===== src/rtl/microcode_loader_pkg.sv =====
// Shared types and default geometry for the microcode loader and microcode memory.
package microcode_loader_pkg;

  localparam int unsigned DEFAULT_WORDS  = 64;
  localparam int unsigned DEFAULT_ADDR_W = $clog2(DEFAULT_WORDS);
  localparam int unsigned DEFAULT_DATA_W = 19;

  localparam int unsigned BYTE_W         = 8;
  localparam int unsigned BYTES_PER_WORD = 3;
  localparam int unsigned WORD_W         = BYTE_W * BYTES_PER_WORD;
  localparam int unsigned WORD_W1        = WORD_W + 1;

  typedef enum logic [2:0] {
    IDLE  = 3'd0,
    RECV  = 3'd1,
    WRITE = 3'd2,
    CHECK = 3'd3,
    DONE  = 3'd4,
    ERROR = 3'd5
  } loader_state_t;

  // Bits of a received 24-bit word above the control field; they must arrive as zero.
  function automatic logic [WORD_W-1:0] reserved_mask(input int unsigned data_w);
    logic [WORD_W1-1:0] ones;
    ones = (WORD_W1'(1) << data_w) - WORD_W1'(1);
    return ~WORD_W'(ones);
  endfunction

endpackage


===== src/rtl/microcode_loader_if.sv =====
// Byte stream, microcode write port and status bundle between the loader and its host.
interface microcode_loader_if #(
  parameter int unsigned ADDR_W = microcode_loader_pkg::DEFAULT_ADDR_W,
  parameter int unsigned DATA_W = microcode_loader_pkg::DEFAULT_DATA_W
) ();

  logic              load_start_i;
  logic              byte_valid_i;
  logic [7:0]        byte_data_i;
  logic              byte_ready_o;
  logic              microcode_we_o;
  logic [ADDR_W-1:0] microcode_write_addr_o;
  logic [DATA_W-1:0] microcode_write_data_o;
  logic              core_rst_o;
  logic              busy_o;
  logic              done_o;
  logic              error_o;

  // Host side: starts loads, supplies the stream, consumes writes and status.
  modport master (
    output load_start_i, byte_valid_i, byte_data_i,
    input  byte_ready_o, microcode_we_o, microcode_write_addr_o, microcode_write_data_o,
    input  core_rst_o, busy_o, done_o, error_o
  );

  // Loader side.
  modport slave (
    input  load_start_i, byte_valid_i, byte_data_i,
    output byte_ready_o, microcode_we_o, microcode_write_addr_o, microcode_write_data_o,
    output core_rst_o, busy_o, done_o, error_o
  );

endinterface


===== src/rtl/microcode_loader_byte_word_assembler.sv =====
// Packs little-endian stream bytes into 24-bit words and keeps a running XOR of every data byte.
module byte_word_assembler
  import microcode_loader_pkg::*;
(
  input  logic              clk_i,
  input  logic              rst_i,
  input  logic              accept,
  input  logic              clear,
  input  logic [BYTE_W-1:0] byte_data,
  output logic              word_complete_c,
  output logic [WORD_W-1:0] word_c,
  output logic [BYTE_W-1:0] checksum
);

  localparam logic [1:0] LAST_IDX = 2'(BYTES_PER_WORD - 1);

  logic [1:0]        idx_q;
  logic [WORD_W-1:0] lanes_q;
  logic [BYTE_W-1:0] sum_q;

  // Lane register, byte index and running checksum.
  always_ff @(posedge clk_i) begin
    if (rst_i || clear) begin
      idx_q   <= 2'd0;
      lanes_q <= '0;
      sum_q   <= '0;
    end else if (accept) begin
      case (idx_q)
        2'd0:    lanes_q[BYTE_W-1:0]          <= byte_data;
        2'd1:    lanes_q[2*BYTE_W-1:BYTE_W]   <= byte_data;
        default: lanes_q[3*BYTE_W-1:2*BYTE_W] <= byte_data;
      endcase
      sum_q <= sum_q ^ byte_data;
      idx_q <= (idx_q == LAST_IDX) ? 2'd0 : idx_q + 2'd1;
    end
  end

  // The word is presented with the incoming byte already in place so the FSM can act on the completing edge.
  always_comb begin
    word_c = lanes_q;
    case (idx_q)
      2'd0:    word_c[BYTE_W-1:0]          = byte_data;
      2'd1:    word_c[2*BYTE_W-1:BYTE_W]   = byte_data;
      default: word_c[3*BYTE_W-1:2*BYTE_W] = byte_data;
    endcase
  end

  assign word_complete_c = accept && (idx_q == LAST_IDX);
  assign checksum        = sum_q;

endmodule


===== src/rtl/microcode_loader.sv =====
// Boot-time microcode loader: streams a checksummed image into microcode memory and
// holds the core in reset until a verified image is resident.
module microcode_loader
  import microcode_loader_pkg::*;
#(
  parameter int unsigned WORDS  = DEFAULT_WORDS,
  parameter int unsigned ADDR_W = DEFAULT_ADDR_W,
  parameter int unsigned DATA_W = DEFAULT_DATA_W
) (
  input  logic              clk_i,
  input  logic              rst_i,
  microcode_loader_if.slave bus
);

  localparam logic [WORD_W-1:0] RSVD_MASK = reserved_mask(DATA_W);
  localparam logic [ADDR_W-1:0] LAST_ADDR = ADDR_W'(WORDS - 1);

  loader_state_t     state_q, state_d;
  logic [ADDR_W-1:0] addr_q;
  logic [DATA_W-1:0] data_q;

  logic ready_q, we_q, core_rst_q, busy_q, done_q, error_q;
  logic ready_d, we_d, core_rst_d, busy_d, done_d, error_d;

  logic              byte_accept_c;
  logic              asm_accept_c;
  logic              start_c;
  logic              word_complete_c;
  logic              rsvd_bad_c;
  logic [WORD_W-1:0] word_c;
  logic [BYTE_W-1:0] checksum;

  assign byte_accept_c = bus.byte_valid_i && ready_q;
  assign asm_accept_c  = byte_accept_c && (state_q == RECV);
  assign start_c       = bus.load_start_i && (state_q inside {IDLE, DONE, ERROR});
  assign rsvd_bad_c    = |(word_c & RSVD_MASK);

  byte_word_assembler u_asm (
    .clk_i           (clk_i),
    .rst_i           (rst_i),
    .accept          (asm_accept_c),
    .clear           (start_c),
    .byte_data       (bus.byte_data_i),
    .word_complete_c (word_complete_c),
    .word_c          (word_c),
    .checksum        (checksum)
  );

  // State register.
  always_ff @(posedge clk_i) begin
    if (rst_i) state_q <= IDLE;
    else       state_q <= state_d;
  end

  // Next-state logic.
  always_comb begin
    state_d = state_q;
    case (state_q)
      IDLE, DONE, ERROR: if (start_c) state_d = RECV;
      RECV:              if (word_complete_c) state_d = rsvd_bad_c ? ERROR : WRITE;
      WRITE:             state_d = (addr_q == LAST_ADDR) ? CHECK : RECV;
      CHECK: begin
        if (byte_accept_c) state_d = (bus.byte_data_i == checksum) ? DONE : ERROR;
      end
      default:           state_d = IDLE;
    endcase
  end

  // Output decode of the upcoming state, registered below so outputs track the state register.
  always_comb begin
    ready_d    = 1'b0;
    we_d       = 1'b0;
    busy_d     = 1'b0;
    done_d     = 1'b0;
    error_d    = 1'b0;
    core_rst_d = 1'b1;
    case (state_d)
      RECV:    begin ready_d = 1'b1; busy_d = 1'b1; end
      WRITE:   begin we_d    = 1'b1; busy_d = 1'b1; end
      CHECK:   begin ready_d = 1'b1; busy_d = 1'b1; end
      DONE:    begin done_d  = 1'b1; core_rst_d = 1'b0; end
      ERROR:   error_d = 1'b1;
      default: ;
    endcase
  end

  always_ff @(posedge clk_i) begin
    if (rst_i) begin
      ready_q    <= 1'b0;
      we_q       <= 1'b0;
      core_rst_q <= 1'b1;
      busy_q     <= 1'b0;
      done_q     <= 1'b0;
      error_q    <= 1'b0;
    end else begin
      ready_q    <= ready_d;
      we_q       <= we_d;
      core_rst_q <= core_rst_d;
      busy_q     <= busy_d;
      done_q     <= done_d;
      error_q    <= error_d;
    end
  end

  // Write address advances only when leaving WRITE for another word; the last word never wraps.
  always_ff @(posedge clk_i) begin
    if (rst_i) begin
      addr_q <= '0;
      data_q <= '0;
    end else begin
      if (start_c) begin
        addr_q <= '0;
      end else if (state_q == WRITE && state_d == RECV) begin
        addr_q <= addr_q + ADDR_W'(1);
      end
      if (state_q == RECV && state_d == WRITE) begin
        data_q <= word_c[DATA_W-1:0];
      end
    end
  end

  assign bus.byte_ready_o           = ready_q;
  assign bus.microcode_we_o         = we_q;
  assign bus.microcode_write_addr_o = addr_q;
  assign bus.microcode_write_data_o = data_q;
  assign bus.core_rst_o             = core_rst_q;
  assign bus.busy_o                 = busy_q;
  assign bus.done_o                 = done_q;
  assign bus.error_o                = error_q;

endmodule


===== src/flat_wrapper.sv =====
// flat-port wrapper written by rule: the top's interface ports become plain ports
module microcode_loader_flat import microcode_loader_pkg::*;
#(
  parameter int unsigned WORDS  = DEFAULT_WORDS,
  parameter int unsigned ADDR_W = DEFAULT_ADDR_W,
  parameter int unsigned DATA_W = DEFAULT_DATA_W
)
  (clk_i, rst_i, bus_load_start_i, bus_byte_valid_i, bus_byte_data_i, bus_byte_ready_o, bus_microcode_we_o, bus_microcode_write_addr_o, bus_microcode_write_data_o, bus_core_rst_o, bus_busy_o, bus_done_o, bus_error_o);
  microcode_loader_if #(.ADDR_W(ADDR_W), .DATA_W(DATA_W)) bus_i ();
  input  logic clk_i;
  input  logic rst_i;
  input wire logic [$bits(bus_i.load_start_i)-1:0] bus_load_start_i;
  input wire logic [$bits(bus_i.byte_valid_i)-1:0] bus_byte_valid_i;
  input wire logic [$bits(bus_i.byte_data_i)-1:0] bus_byte_data_i;
  output wire logic [$bits(bus_i.byte_ready_o)-1:0] bus_byte_ready_o;
  output wire logic [$bits(bus_i.microcode_we_o)-1:0] bus_microcode_we_o;
  output wire logic [$bits(bus_i.microcode_write_addr_o)-1:0] bus_microcode_write_addr_o;
  output wire logic [$bits(bus_i.microcode_write_data_o)-1:0] bus_microcode_write_data_o;
  output wire logic [$bits(bus_i.core_rst_o)-1:0] bus_core_rst_o;
  output wire logic [$bits(bus_i.busy_o)-1:0] bus_busy_o;
  output wire logic [$bits(bus_i.done_o)-1:0] bus_done_o;
  output wire logic [$bits(bus_i.error_o)-1:0] bus_error_o;
  assign bus_i.load_start_i = bus_load_start_i;
  assign bus_i.byte_valid_i = bus_byte_valid_i;
  assign bus_i.byte_data_i = bus_byte_data_i;
  assign bus_byte_ready_o = bus_i.byte_ready_o;
  assign bus_microcode_we_o = bus_i.microcode_we_o;
  assign bus_microcode_write_addr_o = bus_i.microcode_write_addr_o;
  assign bus_microcode_write_data_o = bus_i.microcode_write_data_o;
  assign bus_core_rst_o = bus_i.core_rst_o;
  assign bus_busy_o = bus_i.busy_o;
  assign bus_done_o = bus_i.done_o;
  assign bus_error_o = bus_i.error_o;
  microcode_loader #(.WORDS(WORDS), .ADDR_W(ADDR_W), .DATA_W(DATA_W)) u_core (.clk_i(clk_i), .rst_i(rst_i), .bus(bus_i));
endmodule

===== config.mk =====
export PLATFORM = sky130hd
export DESIGN_NAME = microcode_loader_flat
export DESIGN_NICKNAME = d
export VERILOG_FILES = /design/src/rtl/microcode_loader_pkg.sv /design/src/rtl/microcode_loader_if.sv /design/src/rtl/microcode_loader_byte_word_assembler.sv /design/src/rtl/microcode_loader.sv /design/src/flat_wrapper.sv
export SDC_FILE = /design/constraint.sdc
export NUM_CORES = 1
export LEC_CHECK = 0
export ABC_CLOCK_PERIOD_IN_PS = 1900
export BUFFER_PORTS_ARGS = -buffer_cell sky130_fd_sc_hd__clkbuf_2
export CAP_MARGIN = 20
export CORE_ASPECT_RATIO = 1.1
export CORE_MARGIN = 2
export CORE_UTILIZATION = 55
export DETAILED_ROUTE_END_ITERATION = 12
export PLACE_DENSITY = 0.74
export SLEW_MARGIN = 20
export SYNTH_ARGS = -nofsm -noshare
export SYNTH_HDL_FRONTEND = slang
export SYNTH_SLANG_ARGS = --single-unit

===== constraint.sdc =====
create_clock -name clk_i -period 1.9 [get_ports clk_i]
set_input_delay 0.19 -clock clk_i [delete_from_list [all_inputs] [get_ports clk_i]]
set_output_delay 0.19 -clock clk_i [all_outputs]
set_load 0.05 [all_outputs]

==> results of run 1 <==
worst reg2reg max path: stages, from the launching register on:
cell and delay [ns]:
dfxtp_1 0.38, buf_4 0.19, nor3_1 0.30, o22a_4 0.38, a21o_1 0.24, and4_1 0.20
state kept, by name (all words and copies together), names as in the netlist:
name	flops
u_core.bus.core_rst_o	1
u_core.u_asm.checksum	8
u_core.bus.microcode_write_data_o	19
u_core.bus.byte_ready_o	1
u_core.state_q	3
u_core.bus.busy_o	1
u_core.bus.done_o	1
u_core.u_asm.lanes_q	24
u_core.u_asm.idx_q	2
u_core.bus.error_o	1
u_core.bus.microcode_write_addr_o	6
u_core.bus.microcode_we_o	1
Yosys cell counts (2+ instances only):
cell | number | area, µm²
a311oi_2 | 8 | 120
o2111ai_1 | 2 | 17.5
a211oi_2 | 4 | 50.1
buf_6 | 3 | 33.8
a21oi_2 | 8 | 70.1
buf_2 | 6 | 30.0
clkbuf_2 | 3 | 15.0
nand3_1 | 20 | 100
o211ai_1 | 3 | 22.5
dfxtp_1 | 68 | 1360
nand4_1 | 2 | 12.5
and2_1 | 3 | 18.8
nor3_1 | 2 | 10.0
inv_1 | 4 | 15.0
nand2_1 | 14 | 52.6
nor2_1 | 42 | 158
clkbuf_1 | 13 | 48.8
a21oi_1 | 16 | 80.1
o21ai_0 | 18 | 90.1
buf_4 | 2 | 15.0
nand4b_1 | 2 | 17.5
nor3b_1 | 2 | 15.0
xor2_1 | 13 | 114
xnor2_1 | 8 | 70.1
mux2i_1 | 28 | 280
and4_1 | 2 | 17.5
worst max-delay path by stage:
stage                                 start                               endpoint  slack (ns)  cells after the start
global placement      u_core.u_asm.idx_q[1]                      u_core.bus.done_o        0.25                      5
global route          u_core.u_asm.idx_q[1]  u_core.bus.microcode_write_data_o[10]        0.05                      5
CTS                   u_core.u_asm.idx_q[1]                      u_core.bus.done_o        0.16                      5
finish                u_core.u_asm.idx_q[1]                      u_core.bus.done_o        0.16                      5
floorplan           u_core.bus.byte_ready_o   u_core.bus.microcode_write_data_o[1]        0.20                      5
detailed placement    u_core.u_asm.idx_q[1]                      u_core.bus.done_o        0.17                      5
routing by layer:
layer  part of all wire (%)  track usage (%)  vias to the layer above
met5                      0                0                        -
met4                    2.0             12.1                        0
met3                    4.1             4.73                       10
met2                     47             33.4                       55
met1                     47             30.9                     1117
li1                       -                -                     1181
where the power goes:
part,internal [W],switching [W]
registers,0.00143,0.00000823
logic,0.0000449,0.0000987
clock network,0.000681,0.000508
total,0.00216,0.000614
cell families (layout without fill, tap and decap cells):
kind of cell | count (synthesis) | after routing | share of synthesized area [%]
fa+ha+maj | 1 | 1 | 0.409
flops | 68 | 68 | 44.5
xor+xnor | 21 | 21 | 6.01
simple gates | 95 | 95 | 15.7
compound gates | 70 | 70 | 18.0
mux | 28 | 28 | 9.16
buf+inv | 33 | 77 | 6.26
layout make-up:
| type | count | share of cell area, % |
|---|---|---|
| inverter | 4 | 0.429 |
| multi-input combinational | 215 | 43.1 |
| clock buffer | 15 | 4.76 |
| tap | 75 | 2.68 |
| sequential | 68 | 38.9 |
| timing repair buffer | 57 | 9.23 |
| clock inverter | 1 | 0.859 |
metrics by stage:
stage	instances	hold slack (ns)	setup WS [ns]	util [%]	instance area, µm²
floorplan	316	0.258	0.198	-	3060
global placement	419	0.453	0.253	61.6	3300
detailed placement	419	0.451	0.175	61.6	3300
CTS	435	0.0973	0.159	65.2	3500
global route	435	0.112	0.0496	65.2	3500
finish	435	0.114	0.158	65.2	3500
==> flow_summary.yaml, run 1 <==
cts:
  cts_sinks: 68
  cts_resized: 0
  worstSkewPairLatency_ns: 0.34
  htree_num_levels: 3
  clk_pin_slew_ns: 0.07
  post_cts.repair.setup_buffers: 0
  clockBufferDepth: 2
  cts_made_buffers: 9
  cts_root_buffer: "clkbuf_8"
  cts_tree: "yes"
  holdBufCountCts: 0
place:
  hpwl_um: 4410
  numPortBuffers: 42
  gp_congestion: 0.810
route:
  wl_per_cell_um: 14.7
  route.detailed.drc: 0
  first_iter_violations: 131
  ant_nets: 0
  vias: 2363
  first_pass_iters: 4
  drt-vias-per-instance: 5.43
  wl_um: 6390
global_routing:
  antenna_found_initial: 0
  grt_pass1_vias: 2158
  track_usage_pct: 22.7
  grt_pass1_wl_um: 10400
  gr-total-overflow: 0
  grt_start_max_net_pins: 30
floorplan:
  std_cell_rows: 28
  core_um2: 5360
  dieArea_um2: 6180
  die_y_um: 82.2
  die_w_um: 75.1
  start_util_pct: 57.1
  io_pins: 43
timing:
  rsz0062_at_grt: "false"
  setup_viol: 0
  fmax_mhz: 574
  fin_crit_sh_pct: 91.7
  slew_headroom_pct: 63.2
  clock_skew_ns: 0.00356
  fin_setup_tns_ns: 0
  fin_crit_ns: 1.74
  finalMaxSlewViolations: 0
  tightest_slew_ns: 0.550
  finalHoldViolations: 0
critical_path:
  end_kind: "register"
  critPathKind: "register to register"
  crit_buf_inv: 1
  crit-reg2reg-launch: "u_core.u_asm.idx_q[1]"
  timing.rr.end: "u_core.bus.done_o"
  rr_worst_depth: 5
  rrSetupSlack_ns: 0.16
  cp_data_required_time_ns: 2.18
  start_kind: "register"
  critPathArrivalTime_ns: 2.02
  critPathMaxStageDelay_ns: 0.38
  crit_chain: "buf_4 -> nor3_1 -> o22a_4 -> a21o_1 -> and4_1"
  critPathMaxFanout: 23
  cp_slowest_cell: "dfxtp_1"
  cpLargestDelayFamily: "compound AO/OA/AOI/OAI gates"
yosys:
  synth.avg_cell_area_um2: 9.68
  synth_ff_type: "dfxtp_1"
  seq_area_frac_synth_pct: 44.5
  synth.distinct_cells: 46
  mappedNetlistNets: 329
  syn_inst: 316
  yosys_warnings: 0
  synth-edff-count: 0
  async_flop_share_pct: 0
  synth_area_um2: 3060
  synth_seq_cells: 68
power_and_ir_drop:
  ir_worst_vdd_mv: 0.567
  powerDensity_nw_per_um2: 794
  total_power_w: 0.00278
  leakage_nw: 1.40
layout:
  diodes: 0
  drive_gt1_share_pct: 26.9
  areaGrowthSynthToFinish_pct: 14.3
  nFillCells: 455
  fin_nets: 368
  seqCellArea_um2: 1360
  mostFrequentLayoutCells: "dfxtp_1 (68), nor2_1 (42), clkbuf_2 (42)"
  multi_input_area_um2: 1510
  final_common_cell: "dfxtp_1"
worst_hold_path:
  hold_path_depth: 3
  hold_start: "rst_i"
  min_to: "u_core.bus.core_rst_o"
  hp-class: "input port to register"
outcome:
  status: "complete, no violations"
run:
  drv_cap: 0
Note: power is estimated with default switching activity, not from simulation.
==> inputs of run 2 (changes only) <==
--- a/config.mk
+++ b/config.mk
@@ -12,8 +12,9 @@
 export CORE_MARGIN = 2
 export CORE_UTILIZATION = 55
 export DETAILED_ROUTE_END_ITERATION = 12
-export PLACE_DENSITY = 0.74
+export PLACE_DENSITY = 0.73
 export SLEW_MARGIN = 20
 export SYNTH_ARGS = -nofsm -noshare
 export SYNTH_HDL_FRONTEND = slang
+export SYNTH_HIERARCHICAL = 1
 export SYNTH_SLANG_ARGS = --single-unit
==> flow_summary.yaml, run 2 <==
timing:
  fin_crit_sh_pct: 104
  setup_viol: 10
  fin_crit_ns: 1.98
  rsz0062_at_grt: "true"
  clock_skew_ns: 0.00695
  fmax_mhz: 504
  finalMaxSlewViolations: 0
  fin_setup_tns_ns: -0.223
  tightest_slew_ns: 0.643
  postLayoutSetupSlackWorst_ns: -0.0824
  slew_headroom_pct: 57.1
  finalHoldViolations: 0
cts:
  cts_made_buffers: 9
  cts_tree: "yes"
  worstSkewPairLatency_ns: 0.34
  clockBufferDepth: 2
  htree_num_levels: 3
  holdBufCountCts: 0
  clk_pin_slew_ns: 0.07
  cts_sinks: 68
  cts_root_buffer: "clkbuf_8"
critical_path:
  rrSetupSlack_ns: -0.08
  cp_data_required_time_ns: 2.18
  critPathArrivalTime_ns: 2.27
  critPathMaxFanout: 7
  start_kind: "register"
  critPathKind: "register to register"
  end_kind: "register"
layout:
  drive_gt1_share_pct: 39.3
  diodes: 0
  top_register: "u_core/u_asm/lanes_q"
  utilization_pct: 69.5
  fin_nets: 390
  final_area_um2: 4040
  areaGrowthSynthToFinish_pct: 21.0
  final_common_cell: "dfxtp_1"
  mostFrequentLayoutCells: "dfxtp_1 (65), clkbuf_2 (42), mux2i_1 (36)"
  largest_reg_flops: 24
yosys:
  synth.avg_cell_area_um2: 10.5
  synth.most_common_cell: "dfxtp_1"
  synth_area_leader_cell: "dfxtp_1"
  synthTopCellsByCount: "dfxtp_1 (68), mux2i_1 (36), nor2_1 (27)"
  synth-edff-count: 0
  yosys_warnings: 6
  seq_area_frac_synth_pct: 40.8
  synth_seq_cells: 68
  syn_inst: 318
  async_flop_share_pct: 0
  synth.distinct_cells: 49
  mappedNetlistNets: 331
  synth_area_um2: 3340
  synth_area_leaders: "dfxtp_1 (41%), mux2i_1 (11%), mux2_2 (8.1%), or3b_1 (5.5%), a21bo_2 (4.8%)"
  synth_ff_type: "dfxtp_1"
  netlist.area_leader.share_pct: 40.8
power_and_ir_drop:
  combPwrFrac_pct: 7.4
  switching_share_pct: 23.3
  clockPowerShare_pct: 41.6
  netSwitchingPower_w: 0.000658
  p_seq_share_pct: 51.0
  powerDensity_nw_per_um2: 699
  leakage_nw: 1.74
  internal-power_w: 0.00216
  ir_worst_vdd_mv: 0.572
global_routing:
  track_usage_pct: 22.8
  gr-total-overflow: 0
  grt_pass1_vias: 2436
  antenna_found_initial: 0
  grt_start_max_net_pins: 35
  grt_pass1_wl_um: 11900
route:
  wl_met1_um: 3450
  top_layer_used: "met4"
  vias: 2526
  route.detailed.drc: 0
  wl_met3_um: 232
  ant_nets: 0
  drt-vias-per-instance: 5.50
  wl_met2_um: 3570
  first_pass_iters: 4
  first_iter_violations: 61
  wl_per_cell_um: 16.2
  wl_um: 7430
outcome:
  violations: "setup timing"
  status: "complete, but fails checks"
floorplan:
  dieArea_um2: 6700
  die_w_um: 78.3
  start_util_pct: 57.5
  io_pins: 43
  core_um2: 5810
  std_cell_rows: 29
  die_y_um: 85.7
place:
  dpl-instance-area_um2: 3760
  hpwl_um: 4800
  numPortBuffers: 42
  gp_congestion: 0.852
run:
  drv_cap: 0
worst_hold_path:
  hp-class: "input port to register"
run 2: cell types whose count changed in the layout (fill, tap and decap cells not counted), sizes merged, moves of 10 or more:
cell	change
or3b	+26
mux2	+25
o21ai	-18
a21bo	+15
nor2	-14
buf	+13
xor2	-13
nand3	-10
nand3b	+10
run 2: worst max-delay path, cell delays in order, from the launching register on:
cell	delay [ns]
dfxtp_4	0.40
mux2_4	0.33
or4_4	0.55
o211ai_4	0.20
nand3b_1	0.16
and4b_1	0.28
run 2: timing repair:
action	4_1_cts	5_1_grt
pin swaps	2	3
gates resized for setup	4	5
setup buffers	1	3
gates cloned	0	2
endpoints found under the setup margin	21	26
run 2: layout make-up:
cell class	count	area, µm²
sequential	68	1370
multi-input combinational	227	1910
clock buffer	12	145
clock inverter	4	48.8
timing repair buffer	70	468
inverter	1	3.75
fill	464	1770
tap	77	96.3
run 2: layer usage:
metal,vias up,track usage [%]
li1,1260,-
met1,1200,29.9
met2,53,36.5
met3,13,3.79
met4,0,11.8
met5,-,0
run 2: kinds of logic after synthesis:
| kind of cell | after synthesis | share of synthesized area, % |
|---|---|---|
| buf+inv | 23 | 3.68 |
| simple gates | 104 | 20.7 |
| flops | 68 | 40.8 |
| xor+xnor | 13 | 3.41 |
| compound gates | 48 | 11.7 |
| fa+ha+maj | 1 | 0.375 |
| mux | 61 | 19.4 |
run 2: power by group through the flow:
stage	logic, W	clock network, W	registers [W]
after floorplan	0.000105	0	0.00148
after global placement	0.000199	0	0.00147
after detailed placement	0.000199	0	0.00147
after CTS	0.000203	0.00119	0.00144
after global routing	0.000223	0.00126	0.00144
final	0.000208	0.00117	0.00144
run 2: metrics by stage:
step           worst slack, ns  hold slack, ns  power, W  instances
2_1_floorplan           -0.168           0.269   0.00159        318
3_3_place_gp           0.00234           0.475   0.00167        437
3_5_place_dp           -0.0390           0.489   0.00167        437
4_1_cts               -0.00279           0.196   0.00283        454
5_1_grt                 -0.132           0.240   0.00292        459
6_report               -0.0824           0.203   0.00282        459
run 2: final timing paths:
check | startpoint | to | depth (start not counted)
setup reg to reg | u_core/u_asm/idx_q[1] | u_core/bus.microcode_we_o | 5
setup / recovery | u_core/u_asm/idx_q[1] | u_core/bus.microcode_we_o | 5
hold reg to reg | u_core/bus.microcode_write_data_o[8] | u_core/bus.microcode_write_data_o[8] | 2
hold / removal | bus_byte_data_i[1] | u_core/u_asm/lanes_q[17] | 3
